`config.mk`:
```
export PLATFORM = sky130hd
export DESIGN_NAME = lsu_mem_port
export DESIGN_NICKNAME = d
export VERILOG_FILES = /design/src/rtl/lsu_mem_port.sv
export SDC_FILE = /design/constraint.sdc
export NUM_CORES = 1
export LEC_CHECK = 0
export ABC_AREA = 1
export CORE_ASPECT_RATIO = 1.2
export CORE_UTILIZATION = 50
export DETAILED_ROUTE_END_ITERATION = 10
export GPL_TIMING_DRIVEN = 0
export PLACE_DENSITY = 0.86
export SYNTH_ARGS = -nofsm -noshare
export SYNTH_HDL_FRONTEND = slang
export SYNTH_SLANG_ARGS = --single-unit
```
`constraint.sdc`:
```
create_clock -name clk -period 7.5 [get_ports clk]
set_input_delay 1.5 -clock clk [delete_from_list [all_inputs] [get_ports clk]]
set_output_delay 1.5 -clock clk [all_outputs]
set_load 0.02 [all_outputs]
```
`src/rtl/lsu_mem_port.sv`:
```
// Load/store unit on the data-memory port: turns RV32I byte/halfword/word accesses into
// word-wide memory reads and writes; sub-word stores use read-modify-write.
module lsu_mem_port #(
   parameter int unsigned MEM_WORDS = 256
) (
   input  logic        clk,
   input  logic        reset,
   input  logic        req_valid,
   output logic        req_ready,
   input  logic        req_store,
   input  logic [2:0]  req_funct3,
   input  logic [31:0] req_addr,
   input  logic [31:0] req_wdata,
   output logic        resp_valid,
   output logic [31:0] resp_rdata,
   output logic        resp_err,
   output logic [31:0] mem_addr,
   output logic [31:0] mem_wdata,
   output logic        mem_write,
   input  logic [31:0] mem_rdata
);

   localparam int unsigned XLEN = 32;

   typedef enum logic [1:0] {IDLE, READ, WRITE, RESP} state_t;

   state_t            state_q, state_d;
   logic [1:0]        off_q, off_d;
   logic [2:0]        funct3_q, funct3_d;
   logic              store_q, store_d;
   logic [15:0]       wdata_q, wdata_d;
   logic              req_ready_d, resp_valid_d, resp_err_d, mem_write_d;
   logic [XLEN-1:0]   resp_rdata_d, mem_addr_d, mem_wdata_d;
   logic              acc_err_c;

   // Little-endian extraction with sign or zero extension
   function automatic logic [XLEN-1:0] load_extract(input logic [XLEN-1:0] word,
                                                    input logic [2:0] f3,
                                                    input logic [1:0] off);
      logic [XLEN-1:0] sh;
      sh = word >> {off, 3'b000};
      case (f3)
         3'd0:    return {{24{sh[7]}}, sh[7:0]};
         3'd1:    return {{16{sh[15]}}, sh[15:0]};
         3'd4:    return {24'b0, sh[7:0]};
         3'd5:    return {16'b0, sh[15:0]};
         default: return word;
      endcase
   endfunction

   function automatic logic [XLEN-1:0] store_merge(input logic [XLEN-1:0] word,
                                                   input logic [15:0] data,
                                                   input logic byte_op,
                                                   input logic [1:0] off);
      logic [XLEN-1:0] mask, ins;
      if (byte_op) begin
         mask = 32'h0000_00FF << {off, 3'b000};
         ins  = {24'b0, data[7:0]} << {off, 3'b000};
      end else begin
         mask = 32'h0000_FFFF << {off[1], 4'b0000};
         ins  = {16'b0, data} << {off[1], 4'b0000};
      end
      return (word & ~mask) | ins;
   endfunction

   // Request rejection: illegal funct3, misalignment or word index out of range
   always_comb begin
      acc_err_c = 1'b0;
      if (req_store) begin
         if (req_funct3 > 3'd2) acc_err_c = 1'b1;
      end else begin
         if (req_funct3 == 3'd3 || req_funct3 == 3'd6 || req_funct3 == 3'd7) acc_err_c = 1'b1;
      end
      if (req_funct3[1:0] == 2'd1 && req_addr[0]) acc_err_c = 1'b1;
      if (req_funct3[1:0] == 2'd2 && req_addr[1:0] != 2'b00) acc_err_c = 1'b1;
      if ({2'b00, req_addr[31:2]} >= 32'(MEM_WORDS)) acc_err_c = 1'b1;
   end

   always_comb begin
      state_d      = state_q;
      off_d        = off_q;
      funct3_d     = funct3_q;
      store_d      = store_q;
      wdata_d      = wdata_q;
      resp_valid_d = 1'b0;
      resp_rdata_d = resp_rdata;
      resp_err_d   = resp_err;
      mem_addr_d   = mem_addr;
      mem_wdata_d  = mem_wdata;
      mem_write_d  = 1'b0;
      case (state_q)
         IDLE: begin
            if (req_valid) begin
               off_d      = req_addr[1:0];
               funct3_d   = req_funct3;
               store_d    = req_store;
               wdata_d    = req_wdata[15:0];
               mem_addr_d = {req_addr[31:2], 2'b00};
               if (acc_err_c) begin
                  state_d      = RESP;
                  resp_valid_d = 1'b1;
                  resp_rdata_d = '0;
                  resp_err_d   = 1'b1;
               end else if (req_store && req_funct3 == 3'd2) begin
                  state_d     = WRITE;
                  mem_write_d = 1'b1;
                  mem_wdata_d = req_wdata;
               end else begin
                  state_d = READ;
               end
            end
         end
         READ: begin
            if (store_q) begin
               state_d     = WRITE;
               mem_write_d = 1'b1;
               mem_wdata_d = store_merge(mem_rdata, wdata_q, funct3_q[1:0] == 2'd0, off_q);
            end else begin
               state_d      = RESP;
               resp_valid_d = 1'b1;
               resp_rdata_d = load_extract(mem_rdata, funct3_q, off_q);
               resp_err_d   = 1'b0;
            end
         end
         WRITE: begin
            state_d      = RESP;
            resp_valid_d = 1'b1;
            resp_rdata_d = '0;
            resp_err_d   = 1'b0;
         end
         RESP:    state_d = IDLE;
         default: state_d = IDLE;
      endcase
      req_ready_d = (state_d == IDLE);
   end

   always_ff @(posedge clk or posedge reset) begin
      if (reset) begin
         state_q    <= IDLE;
         off_q      <= '0;
         funct3_q   <= '0;
         store_q    <= 1'b0;
         wdata_q    <= '0;
         req_ready  <= 1'b1;
         resp_valid <= 1'b0;
         resp_rdata <= '0;
         resp_err   <= 1'b0;
         mem_addr   <= '0;
         mem_wdata  <= '0;
         mem_write  <= 1'b0;
      end else begin
         state_q    <= state_d;
         off_q      <= off_d;
         funct3_q   <= funct3_d;
         store_q    <= store_d;
         wdata_q    <= wdata_d;
         req_ready  <= req_ready_d;
         resp_valid <= resp_valid_d;
         resp_rdata <= resp_rdata_d;
         resp_err   <= resp_err_d;
         mem_addr   <= mem_addr_d;
         mem_wdata  <= mem_wdata_d;
         mem_write  <= mem_write_d;
      end
   end

endmodule
```
== Yosys cells after proc, flatten, opt, wreduce, memory -nomap -nowiden ==
Index checks and enable logic that the tools add are counted.

* Multiplexer cells: 40
* Reductions and logical operators: 15
* Shift-type cells: 5
* Bitwise gates (word level): 3
* Magnitude comparators: 2
* Equal/unequal tests: 18

{| class="wikitable"
|+ Operators with widths
! cell !! count
|-
| $mux W32 || 13
|-
| $pmux W32 S4 || 1
|-
| $pmux W32 S3 || 1
|-
| $pmux W32 S2 || 1
|-
| $and A32 B32 Y32 || 1
|-
| $not A32 Y32 || 1
|-
| $or A32 B32 Y32 || 1
|-
| $shl A16 B5 Y32 || 1
|-
| $shl A16 B5 Y32 const A || 1
|-
| $shl A8 B5 Y32 || 1
|-
| $shl A8 B5 Y32 const A || 1
|-
| $shr A32 B5 Y16 || 1
|-
| $ge A30 B9 Y1 const B || 1
|-
| $mux W1 || 17
|-
| $eq A3 B3 Y1 const B || 4
|-
| $ne A2 B2 Y1 const B || 6
|-
| $pmux W2 S4 || 1
|-
| $eq A2 B2 Y1 const B || 3
|-
| $eq A3 B2 Y1 const B || 2
|-
| $logic_not A2 Y1 || 3
|-
| $mux W2 || 3
|-
| $pmux W1 S3 || 2
|-
| $reduce_and A5 Y1 || 1
|-
| $eq A2 B1 Y1 const B || 2
|-
| other kinds (10) || 14
|}

* Register bits after elaboration: 122

== Longest topological paths before layout ==
* Depth in word-level cells: 12
* Depth in mapped cells: 12

== Worst setup path after synthesis ==
Ideal clock, no wire load.

* Kind: input-to-reg
* Start: input port req_addr[28]
* End: register resp_rdata[16]
* Data arrival time: 2.452 ns
* Path slack: 4.930 ns
* Data required time: 7.382 ns
* Cell stages on the path: 11
* Cells stage by stage: inv_1 > nand2_1 > nor2_1 > nand3_1 > nor2_1 > nand2_1 > nand2_1 > nand2_2 > clkbuf_1 > nand3_1 > nand2_1

* Cells in the longest elaborated chain, start to end: 4

{| class="wikitable"
|+ RTL lines
! element !! RTL line !! text
|-
| start: declaration || 12 || <nowiki>input logic [31:0] req_addr,</nowiki>
|-
| $ge A30 B9 Y1 || 76 || <nowiki>if ({2'b00, req_addr[31:2]} >= 32'(MEM_WORDS)) acc_err_c = 1'b1;</nowiki>
|-
| $mux W1 || 76 ||
|-
| $ne A2 B2 Y1 (no source line) || n/a ||
|-
| $reduce_and A4 Y1 (no source line) || n/a ||
|-
| end signal: assignment || 159 || <nowiki>resp_rdata <= resp_rdata_d;</nowiki>
|-
| end: declaration || 15 || <nowiki>output logic [31:0] resp_rdata,</nowiki>
|}

No other way between the ends.
A chain may end at the register's enable or synchronous reset.

== Worst setup path after layout ==
* Start: input port req_funct3[0]
* End: register resp_rdata[25]

* Cells in the longest elaborated chain, start to end: 10
* Elaborated cells between the ends (all ways): 18
* Classes of those cells: 1 x order compare; 6 x eq/ne; 6 x mux; 5 x reduce/logical

{| class="wikitable"
|+ RTL lines
! element !! RTL line !! text
|-
| start: declaration || 11 || <nowiki>input logic [2:0] req_funct3,</nowiki>
|-
| branches (longest 6 deep; another with $gt A3 B2 Y1) || n/a ||
|-
| $mux W1 * || 75 || <nowiki>if (req_funct3[1:0] == 2'd2 && req_addr[1:0] != 2'b00) acc_err_c = 1'b1;</nowiki>
|-
| $mux W1 * || 76 ||
|-
| $ne A2 B2 Y1 (no source line) * || n/a ||
|-
| $reduce_and A4 Y1 (no source line) * || n/a ||
|}

Mark *: on every way between the ends.

==> key figures <==
Drt
  – Final routed wirelength across all metal layers: 23,200 um
  – Number of DRC markers in iteration 0: 620
  – Count of antenna-violating nets left after detailed routing: 0
  – Detailed-route wire length per cell: 18.3 um
  – Remaining DRCs: 0
  – DR pass1 iterations: 6
  – Ratio of routed vias to standard cells: 5.49
  – Via total after detailed routing: 6,969

Logic synthesis
  – Fraction of synthesis flops using an asynchronous set or reset pin: 1.00
  – Summed instance area of the synthesized netlist: 6360 um2
  – Post-synthesis sequential area ratio: 0.480
  – Flip-flop and latch count after synthesis: 122
  – Number of standard cells after synthesis: 874
  – Mean cell area of the mapped netlist: 7.27 um2
  – Yosys synthesis warning count: 0
  – Number of distinct library cells after synthesis: 32
  – Number of flops mapped to enable cells by yosys: 0
  – Primary FF master, synth: dfrtp_1

Power and ir drop
  – Leak Pwr: 4.43 nW
  – Peak supply drop: 0.000262 V
  – Post-route total power: 4.23 mW
  – Power per Cell Area: 457 nW/um2

Floorplanning
  – Number of standard-cell rows in the floorplan: 44
  – Starting density of the core: 0.520
  – Area of the die: 13,200 um2
  – Die W: 105 um
  – Chip Height: 126 um
  – Ports: 203
  – Total core area: 12,200 um2

Placed design
  – HPWL reported at the end of detailed placement: 16,700 um
  – Pre-CTS WS: 4.11 ns
  – Final weighted congestion of routability-driven global placement: 0.982
  – Port-buffer cells: 200

STA
  – Setup Skew: 0.00596 ns
  – Peak Freq: 327 MHz
  – Relative slew margins: 0.467
  – Final worst-path cycle share: 0.408
  – Worst Max-Slew Pin Slew: 0.796 ns
  – Smallest setup slack after layout: 4.44 ns
  – Setup violations, final: 0
  – Setup TNS Final: 0 ns
  – Slew Limit Fails: 0
  – Number of hold-slack violations in the final timing report: 0
  – Minimum clock period after layout: 3.06 ns
  – Setup repair after global routing missed its margin: no

Critical path
  – Largest fanout on the critical path: 10
  – Crit Path Class: in2reg
  – Arrival time at the worst endpoint: 3.43 ns
  – Worst reg-to-reg path cell count: 8
  – Critical path startpoint category: input port
  – Worst endpoint required time: 7.87 ns
  – CP endpoint kind: flop

Global route
  – Number of global-route vias before repair: 6,972
  – Initial antenna violation count: 0
  – Total routing resource utilization after global routing: 0.360
  – First-pass GRT wire length: 36,200 um
  – Aggregate global routing overflow: 0
  – Pin count of the biggest net entering global routing: 79

Clock network
  – Number of buffers created by CTS: 17
  – CTS H-Tree Depth: 4
  – CTS Hold Bufs: 0
  – # clock sinks: 122
  – Post CTS Setup Buffer Count: 0
  – Clock tree root driver cell: clkbuf_16
  – CTS tree: yes
  – Clock input transition at the sequential cells of the worst setup and hold paths: 0.06 ns
  – Clock Latency Late Sink: 0.43 ns
  – Quantity of gates resized following cts: 0
  – Bufs on Longest Clock Path: 2

Run status
  – Status: finished clean

Layout
  – Final nets: 1,202
  – Top library cells by usage in the layout, fill and taps aside: nand2_1 (370), clkdlybuf4s50_1 (200), dfrtp_1 (121)
  – Commonest non-fill, non-tap cell in the layout: nand2_1
  – Area growth syn-to-layout: 45.5%
  – Antenna diode instance count: 0
  – # fillers: 935
  – Fraction of layout instances using a drive strength above 1: 0.0776

Worst hold path
  – Hold/Removal Path Class: reg2reg
  – Instance count along the most critical hold path: 2

Run
  – Max_cap viols: 0
[sequential cells by signal, indices dropped and copies added, names as in the netlist, 2 cells and up]
name        flops
funct3_q        3
mem_addr       30
mem_wdata      32
off_q           2
resp_rdata     32
state_q         2
wdata_q        16
[final timing paths]
path                                from              to  slack, ns
max reg2reg                   state_q[1]   mem_wdata[16]       5.20
min                        resp_rdata[0]   resp_rdata[0]       0.47
max in group asynchronous          reset       req_ready       5.30
min in group asynchronous          reset   mem_wdata[11]       1.45
max                        req_funct3[0]  resp_rdata[25]       4.44
min reg2reg                resp_rdata[0]   resp_rdata[0]       0.47
[synth_stat cells, drive strengths merged (2+ instances only)]
cell type | count | share of area
a21oi | 54 | 0.043
o211ai | 7 | 0.0083
clkbuf | 21 | 0.012
ha | 4 | 0.0079
nand3 | 54 | 0.043
a22oi | 8 | 0.0094
inv | 44 | 0.026
nand2 | 375 | 0.22
o21ai | 58 | 0.046
dfrtp | 121 | 0.48
o2bb2ai | 6 | 0.0083
buf | 24 | 0.021
a31oi | 11 | 0.011
nand4 | 2 | 0.0020
nor2 | 76 | 0.051
[logic make-up (layout without fill, tap and decap cells)]
family,count (synthesis),in the layout,synth area share
flip-flops,122,122,0.480
adder cells (fa/ha/maj),4,4,0.00787
other,1,2,0.000590
AND/OR/NAND/NOR,510,510,0.322
buffers and inverters,90,323,0.0602
AO/OA/AOI/OAI,147,147,0.129
[critical path, cell delays in order]
cell             delay, ns
clkdlybuf4s50_1       0.55
nor2_1                0.10
nand2_1               0.08
nand3_1               0.07
nor2_1                0.15
nand2_1               0.12
nand2_1               0.12
nand2_2               0.14
nand2_2               0.16
buf_2                 0.25
nand2_1               0.09
nand2_1               0.08
[layer usage]
metal | routed length (um) | up-vias | GRT usage | part of all wire
met5 | 0 | - | 0 | 0
met3 | 1820 | 96 | 0.0746 | 0.079
met4 | 1010 | 0 | 0.181 | 0.044
met2 | 11500 | 375 | 0.616 | 0.50
li1 | - | 3253 | - | -
met1 | 8830 | 3245 | 0.428 | 0.38
[metrics by stage]
stage / instances / area [um2] / utilization / hold slack, ns
floorplan: 875 / 6360 / - / 0.471
global placement: 1236 / 8560 / 0.701 / 0.458
detailed placement: 1237 / 8600 / 0.703 / 0.458
CTS: 1269 / 9250 / 0.757 / 0.474
global route: 1269 / 9250 / 0.757 / 0.497
finish: 1269 / 9250 / 0.757 / 0.474
[where the power goes]
group	switching (mW)	internal, mW	total (mW)	leakage (nW)
logic	1.41	0.799	2.21	2.57
registers	0.176	0.928	1.10	1.56
clock network	0.326	0.586	0.911	0.309
total	1.91	2.31	4.23	4.43
[final cells by class]
class                           instances  area, um2  share of cell area
Inverter                               45        174              0.0188
Clock inverter                         12        186              0.0202
Tap cell                              161        201              0.0218
Clock buffer                           20        467              0.0505
Timing Repair Buffer                  201       2030               0.219
Sequential cell                       122       3050               0.330
Multi-Input combinational cell        663       2920               0.316
Buffer                                 45        214              0.0231
No activity file was read; power rests on OpenSTA's default activity.
